`config.mk`:
```
export PLATFORM = sky130hd
export DESIGN_NAME = uba_intr_arb
export DESIGN_NICKNAME = d
export VERILOG_FILES = /design/src/rtl/uba_intr_arb.sv
export SDC_FILE = /design/constraint.sdc
export NUM_CORES = 1
export LEC_CHECK = 0
export ABC_CLOCK_PERIOD_IN_PS = 2000
export BUFFER_PORTS_ARGS = -buffer_cell sky130_fd_sc_hd__buf_4
export CORE_MARGIN = 4
export CORE_UTILIZATION = 25
export CTS_CLUSTER_DIAMETER = 50
export DETAILED_ROUTE_END_ITERATION = 8
export GPL_ROUTABILITY_DRIVEN = 0
export PLACE_DENSITY = 0.48
export RECOVER_POWER = 100
export SLEW_MARGIN = 20
export SYNTH_ARGS = -nofsm -noshare
export SYNTH_HDL_FRONTEND = slang
export SYNTH_SLANG_ARGS = --single-unit
```
`constraint.sdc`:
```
create_clock -name clk -period 2 [get_ports clk]
set_input_delay 0.2 -clock clk [delete_from_list [all_inputs] [get_ports clk]]
set_output_delay 0.2 -clock clk [all_outputs]
set_load 0.005 [all_outputs]
```
`src/rtl/uba_intr_arb.sv`:
```
// UBA interrupt request mapper and WRU arbiter: routes device BR lines onto PI
// levels and answers CPU who-are-you cycles with a one-hot device/BR grant.
module uba_intr_arb #(
  parameter int NDEV    = 5,
  parameter int HOLDOFF = 4
) (
  input  logic              clk,
  input  logic              rst,
  input  logic [2:0]        statPIH,
  input  logic [2:0]        statPIL,
  input  logic [4*NDEV-1:0] devINTR,
  input  logic              wruREAD,
  input  logic [2:0]        wruPI,
  output logic [6:0]        busINTR,
  output logic [4*NDEV-1:0] devACK,
  output logic              wruVALID,
  output logic              wruNONE,
  output logic [3:0]        wruDEV,
  output logic [1:0]        wruBR
);

  localparam int NB = 4 * NDEV;

  if (NDEV < 1 || NDEV > 16) begin : g_bad_ndev
    $error("uba_intr_arb: NDEV must be in 1..16");
  end
  if (HOLDOFF < 0 || HOLDOFF > 15) begin : g_bad_holdoff
    $error("uba_intr_arb: HOLDOFF must be in 0..15");
  end

  typedef enum logic [1:0] {IDLE, ARB, ACK, HOLD} state_t;

  state_t          state_reg, state_next;
  logic [3:0]      cnt_reg, cnt_next;
  logic [NB-1:0]   snap_reg;
  logic [2:0]      pi_reg;
  logic [NB-1:0]   win_reg;
  logic            win_found_reg;
  logic [3:0]      win_dev_reg;
  logic [1:0]      win_br_reg;

  logic [NB-1:0]   mask;
  logic [NB-1:0]   eff;
  logic [NDEV-1:0] hi_vec;
  logic [NDEV-1:0] lo_vec;
  logic [6:0]      bus_next;

  logic            arb_found;
  logic [3:0]      arb_dev;
  logic [1:0]      arb_br;
  logic [NB-1:0]   arb_onehot;

  // Only the granted device/BR is blocked, and only while holding off.
  assign mask = (state_reg == HOLD) ? win_reg : '0;
  assign eff  = devINTR & ~mask;

  for (genvar gi = 0; gi < NDEV; gi++) begin : g_dev
    assign hi_vec[gi] = eff[4*gi+3] | eff[4*gi+2];
    assign lo_vec[gi] = eff[4*gi+1] | eff[4*gi+0];
  end

  // bit 6 is PI1, bit 0 is PI7; level 0 means the group is disabled
  always_comb begin
    bus_next = '0;
    if (statPIH != 3'd0 && |hi_vec) bus_next[3'd7 - statPIH] = 1'b1;
    if (statPIL != 3'd0 && |lo_vec) bus_next[3'd7 - statPIL] = 1'b1;
  end

  // Highest BR wins; within a BR the lowest device index wins.
  always_comb begin
    arb_found  = 1'b0;
    arb_dev    = '0;
    arb_br     = '0;
    arb_onehot = '0;
    if (pi_reg != 3'd0) begin
      for (int b = 3; b >= 0; b--) begin
        for (int d = 0; d < NDEV; d++) begin
          if (!arb_found && snap_reg[4*d+b] &&
              (((b >= 2) ? statPIH : statPIL) == pi_reg)) begin
            arb_found           = 1'b1;
            arb_dev             = 4'(d);
            arb_br              = 2'(b);
            arb_onehot[4*d+b]   = 1'b1;
          end
        end
      end
    end
  end

  always_comb begin
    state_next = state_reg;
    cnt_next   = cnt_reg;
    case (state_reg)
      IDLE: if (wruREAD) state_next = ARB;
      ARB:  state_next = ACK;
      ACK: begin
        if (win_found_reg && HOLDOFF != 0) begin
          state_next = HOLD;
          cnt_next   = 4'(HOLDOFF);
        end else begin
          state_next = IDLE;
        end
      end
      HOLD: begin
        if (cnt_reg <= 4'd1) state_next = IDLE;
        else                 cnt_next   = cnt_reg - 4'd1;
      end
      default: state_next = IDLE;
    endcase
  end

  always_ff @(posedge clk) begin
    if (rst) begin
      state_reg <= IDLE;
      cnt_reg   <= '0;
    end else begin
      state_reg <= state_next;
      cnt_reg   <= cnt_next;
    end
  end

  always_ff @(posedge clk) begin
    if (rst) begin
      snap_reg      <= '0;
      pi_reg        <= '0;
      win_reg       <= '0;
      win_found_reg <= 1'b0;
      win_dev_reg   <= '0;
      win_br_reg    <= '0;
      busINTR       <= '0;
      devACK        <= '0;
      wruVALID      <= 1'b0;
      wruNONE       <= 1'b0;
      wruDEV        <= '0;
      wruBR         <= '0;
    end else begin
      busINTR  <= bus_next;
      devACK   <= '0;
      wruVALID <= 1'b0;
      wruNONE  <= 1'b0;
      wruDEV   <= '0;
      wruBR    <= '0;
      if (state_reg == IDLE && wruREAD) begin
        snap_reg <= eff;
        pi_reg   <= wruPI;
      end
      if (state_reg == ARB) begin
        win_reg       <= arb_onehot;
        win_found_reg <= arb_found;
        win_dev_reg   <= arb_dev;
        win_br_reg    <= arb_br;
      end
      if (state_reg == ACK) begin
        wruVALID <= 1'b1;
        wruNONE  <= ~win_found_reg;
        if (win_found_reg) begin
          devACK <= win_reg;
          wruDEV <= win_dev_reg;
          wruBR  <= win_br_reg;
        end
      end
    end
  end

endmodule
```
# [Yosys cells after proc, flatten, opt, wreduce, memory -nomap -nowiden]
# Cells that the tools add are included.
[classes] n_addsub=3 n_mul=0 n_div=0 magnitude_cmp=5 eq_ne=9 n_shift=0 n_mux=116 n_bitwise=15 n_reduce_logical=74
[op_table] op="$mux W4" count=21
[op_table] op="$mux W1" count=63
[op_table] op="$mux W2" count=24
[op_table] op="$logic_and A1 B1 Y1" count=44
[op_table] op="$mux W20" count=2
[op_table] op="$and A20 B20 Y20" count=1
[op_table] op="$not A20 Y20" count=1
[op_table] op="$logic_not A1 Y1" count=19
[op_table] op="$mux W7" count=2
[op_table] op="$or A1 B1 Y1" count=10
[op_table] op="$reduce_or A5 Y1" count=2
[op_table] op="$reduce_bool A3 Y1" count=3
[op_table] op="$lt A3 B4 Y1 const B" count=2
[op_table] op="$pmux W2 S4" count=1
[op_table] op="$pmux W4 S2" count=1
[op_table] op="$or A7 B7 Y7" count=1
[op_table] op="$demux W1 S3" count=2
[op_table] op="$eq A3 B3 Y1" count=2
[op_table] op="$ge A3 B1 Y1 const B" count=2
[op_table] op="$ne A2 B2 Y1 const B" count=3
[op_table] op="$sub A3 B3 Y3 const A" count=2
[op_table] op="$eq A2 B2 Y1 const B" count=2
[op_table] op="$le A4 B1 Y1 const B" count=1
[op_table] op="$sub A4 B1 Y4 const B" count=1
[op_table] op="9 further kinds" count=10
[word_totals] reg_bits=91 latch_bits=0 ram_bits=0 mem_bits_ro=0 mem_count=0

# [Longest topological paths before layout]
[logic_depth] word_depth=99 ltp_mapped=7 ltp_nobuf=7

# [Worst setup path after synthesis]
# Ideal clock, no wire load.
[synth_path] kind="reg-to-reg" from="register cnt_reg[0]" to="register cnt_reg[3]" setup_time_ps=91 arrival_time_ps=1610 required_ps=1909 setup_slack_ps=299 path_stages_with_launch=8 path_buffers=0 synth_period_minus_slack_ps=1701 path_cell_list="dfxtp_1 > inv_1 > ha_1 > or2_2 > a31o_2 > nor4_1 > xnor2_1 > a311oi_1"
[synth_via] elab_chain_len=3
[synth_lines] item="start: declaration" line="34" text="logic [3:0] cnt_reg, cnt_next;"
[synth_lines] item="start signal: assignment" line="118" text="cnt_reg <= cnt_next;"
[synth_lines] item="$sub A4 B1 Y4 / $le A4 B1 Y1 (equally long branches)" line="106, 105"
[synth_lines] item="$mux W4 / $ne A2 B2 Y1 (equally long branches)"
[synth_lines] item="$pmux W4 S2 / $reduce_and A3 Y1 (equally long branches)"
# Parallel ways exist; a longest one is shown, timed or not. The select of a mux whose other input is x is not followed.
# A chain may end at the register's enable or synchronous reset.

# [Final worst setup path]
[layout_path] from="register state_reg[1]" to="register busINTR[5]"
[layout_via] elab_chain_len=10
[layout_lines] item="start: declaration" line="33" text="state_t state_reg, state_next;"
[layout_lines] item="start signal: assignment" line="117" text="state_reg <= state_next;"
[layout_lines] item="$eq A2 B2 Y1 *" line="54" text="assign mask = (state_reg == HOLD) ? win_reg : '0;"
[layout_lines] item="$mux W20 *" line="54"
[layout_lines] item="$not A20 Y20 *" line="55" text="assign eff = devINTR & ~mask;"
[layout_lines] item="$and A20 B20 Y20 *" line="55"
[layout_lines] item="$or A1 B1 Y1" line="58" text="assign hi_vec[gi] = eff[4*gi+3] | eff[4*gi+2];"
[layout_lines] item="$reduce_or A5 Y1" line="65" text="if (statPIH != 3'd0 && |hi_vec) bus_next[3'd7 - statPIH] = 1'b1;"
[layout_lines] item="$logic_and A1 B1 Y1" line="65"
[layout_lines] item="$mux W7" line="65"
[layout_lines] item="$or A7 B7 Y7 (no source line)"
[layout_lines] item="$mux W7 *" line="66" text="if (statPIL != 3'd0 && |lo_vec) bus_next[3'd7 - statPIL] = 1'b1;"
[layout_lines] item="end signal: assignment" line="137" text="busINTR <= bus_next;"
[layout_lines] item="end: declaration" line="14" text="output logic [6:0] busINTR,"
# Mark *: on every way between the ends. The rest lies on a longest branch, timed or not.

==> impl_metrics.toml <==
[drt]
avgRoutedWirePerCell_um = 15.80
dr.pass1.iters = 4
vias_per_cell = 4.798
drt_iter0_drc = 196
drc = 0
wirelength_um = 10970
final_antenna_net_count = 0
route.vias.total = 3330

[worst_setup_path]
r2r_cells = 6
cp-endpoint = "busINTR[5]"
critPathSlowestCell = "dfxtp_1"
crit_chain = "and2_2 -> o221ai_1 -> o41ai_1 -> clkbuf_1 -> o32a_1 -> nor2_1"
critPathTopFamily = "compound AO/OA/AOI/OAI gates"
crit_buf_inv = 1
r2r-start = "state_reg[1]"
cp-start-kind = "register"
r2r_slack_ps = 130
critPathMaxFanout = 7
cp.required_ps = 2210
cp_slowest_stage_delay_ps = 420
crit_cells = 6
criticalPathCategory = "reg -> reg"
r2r_end = "busINTR[5]"
cp-end-kind = "register"
setup.worst_path.start = "state_reg[1]"
cp.arrival_ps = 2080

[grt]
overflow = 0
grt_pass1_vias = 3325
antenna_found_initial = 0
grt_pass1_wl_um = 17510
grt_max_degree = 45
grt_use_total_pct = 13.53

[sta]
max_freq_ghz = 0.5345
tightest_slew_ps = 734.4
finalSetupTns_ps = 0
setup_viol = 0
rsz0062_at_grt = "no"
fin_skew_ps = 10.67
relSlewSlack_pct = 51.04
period_minus_slack_ps = 1871
drv_slew = 0
post-route-period-util_pct = 93.55
hold_violations = 0

[min_path]
hold_path_class = "in -> reg"

[layout]
fin_nets = 539
antenna_cells = 0
syn_to_final_growth_pct = 29.70
final_design_area_no_fill_um2 = 4803
drive_gt1_share_pct = 22.16
final_cells = 694
fin_util_pct = 33.05

[synth]
async_flop_share_pct = 0
mappedNetlistArea_um2 = 3704
ys_warn_count = 0
synth_top_cells_by_area = "dfxtp_1 (48%), nand2_1 (6.3%), a21oi_1 (5.5%)"
synth_cell_type_count = 50
synthCells = 427
ys_seq_elements = 89
ys.flop_type = "dfxtp_1"
syn-num-nets = 461
postSynthAreaPerCell_um2 = 8.673
yosysSeqAreaShare_pct = 48.11
synthMostInstantiatedCell = "dfxtp_1"
yosysTopAreaCellShare_pct = 48.11
netlist.top_cell.by_area = "dfxtp_1"
synth.top_cells.by_count = "dfxtp_1 (89), nand2_1 (62), nor2_1 (44), a21oi_1 (41), and3_1 (26)"
synth-edff-count = 0

[die]
row_count = 44
core_area_um2 = 14530
start_util_pct = 25.48
ioPinCount = 67
die_area_um2 = 16830
die_w_um = 129.7
die_h_um = 129.7

[cts]
cts_buffers = 9
cts.path.max_buffers = 2
clock_tree.root_cell = "clkbuf_16"
clkTransAtPathRegs_ps = 60
cts_tree = "yes"
clock_sinks = 89
clock_tree.htree_level_count = 3
clkLatencyLatePin_ps = 340

[job]
max_cap_viol_count = 0

[place]
numPortBuffers = 65
dpl_cell_area_um2 = 4519
placedCellCount = 678
hpwlAfterDp_um = 8293

[power]
pwr_density_cell_nw_per_um2 = 853.8
p_leak_nw = 1.955
peakVddDrop_v = 0.0003209
finalPower_mw = 4.101

[outcome]
status = "finished clean"
[cells by family (layout without fill, tap and decap cells)]
family | count (synthesis) | after routing | share of synthesized area (%)
buffers and inverters | 38 | 121 | 4.189
XOR/XNOR | 7 | 7 | 1.655
AND/OR/NAND/NOR | 187 | 187 | 26.42
AO/OA/AOI/OAI | 103 | 103 | 18.85
flip-flops | 89 | 89 | 48.11
adder cells (fa/ha/maj) | 2 | 2 | 0.6756
other | 1 | 1 | 0.1013
[worst min path at each step]
stage | startpoint | to | slack [ps] | depth (start not counted)
after global placement | wruPI[0] | pi_reg[0] | 450 | 3
after CTS | wruPI[0] | pi_reg[0] | 90 | 3
after floorplan | devINTR[14] | snap_reg[14] | 340 | 2
after global routing | devINTR[14] | snap_reg[14] | 100 | 3
after detailed placement | wruPI[0] | pi_reg[0] | 460 | 3
final | wruPI[0] | pi_reg[0] | 110 | 3
[power breakdown]
part           switching (mW)  internal [mW]
logic                   0.275          0.197
registers              0.0475           1.82
clock network           0.697           1.07
total                    1.02           3.08
[what timing repair did]
| item | CTS | global route |
|---|---|---|
| buffers inserted | 0 | 0 |
| gates resized for setup | 0 | 1 |
| hold buffers | 0 | 0 |
| endpoints found under the hold margin | 0 | 0 |
| setup endpoints to repair | 0 | 5 |
[final cells by class]
cell class              instances  area [um^2]
inverters                      14        52.55
well taps                     184        230.2
multi-input cells             300         1768
fillers                      1575         9731
clock buffers                  12        266.5
repair buffers                 91        654.4
clock inverters                 4        50.05
flip-flops and latches         89         1782
[tightest hold or removal path, cell delays in order]
cell,delay [ps]
buf_4,110
nand2_1,40
a21oi_1,50
[per-stage QoR]
stage | setup WS (ps) | hold slack (ps)
6_report | 129.0 | 109.0
3_3_place_gp | 100.4 | 452.7
5_1_grt | 11.28 | 102.5
2_1_floorplan | 299.4 | 336.0
3_5_place_dp | 103.5 | 457.9
4_1_cts | 62.14 | 92.23
[layout by cell type, fill, tap and decap left out, drive strengths merged, types with 3 or more instances in the layout]
cell and n:
buf 51, a22oi 7, and2 3, o2111ai 4
a21oi 41, nand2 62, o2bb2ai 3, nor2 44
nor3 7, a32oi 13, and3 26, nor4 6
o21ai 10, o221ai 3, nor2b 4, clkbuf 52
o41ai 5, o22a 5, inv 14, nand4 3
nand2b 19, nand3 3, dfxtp 89, xnor2 7
[layer usage]
layer  track usage (%)  vias to the layer above  part of all wire (%)
met5                 0                        -                     0
met4             5.685                        0                   1.9
met3             3.479                       12                   6.2
met2             21.63                       93                    46
met1             17.39                     1555                    45
li1                  -                     1670                     -
(Power assumes the default switching activity.)
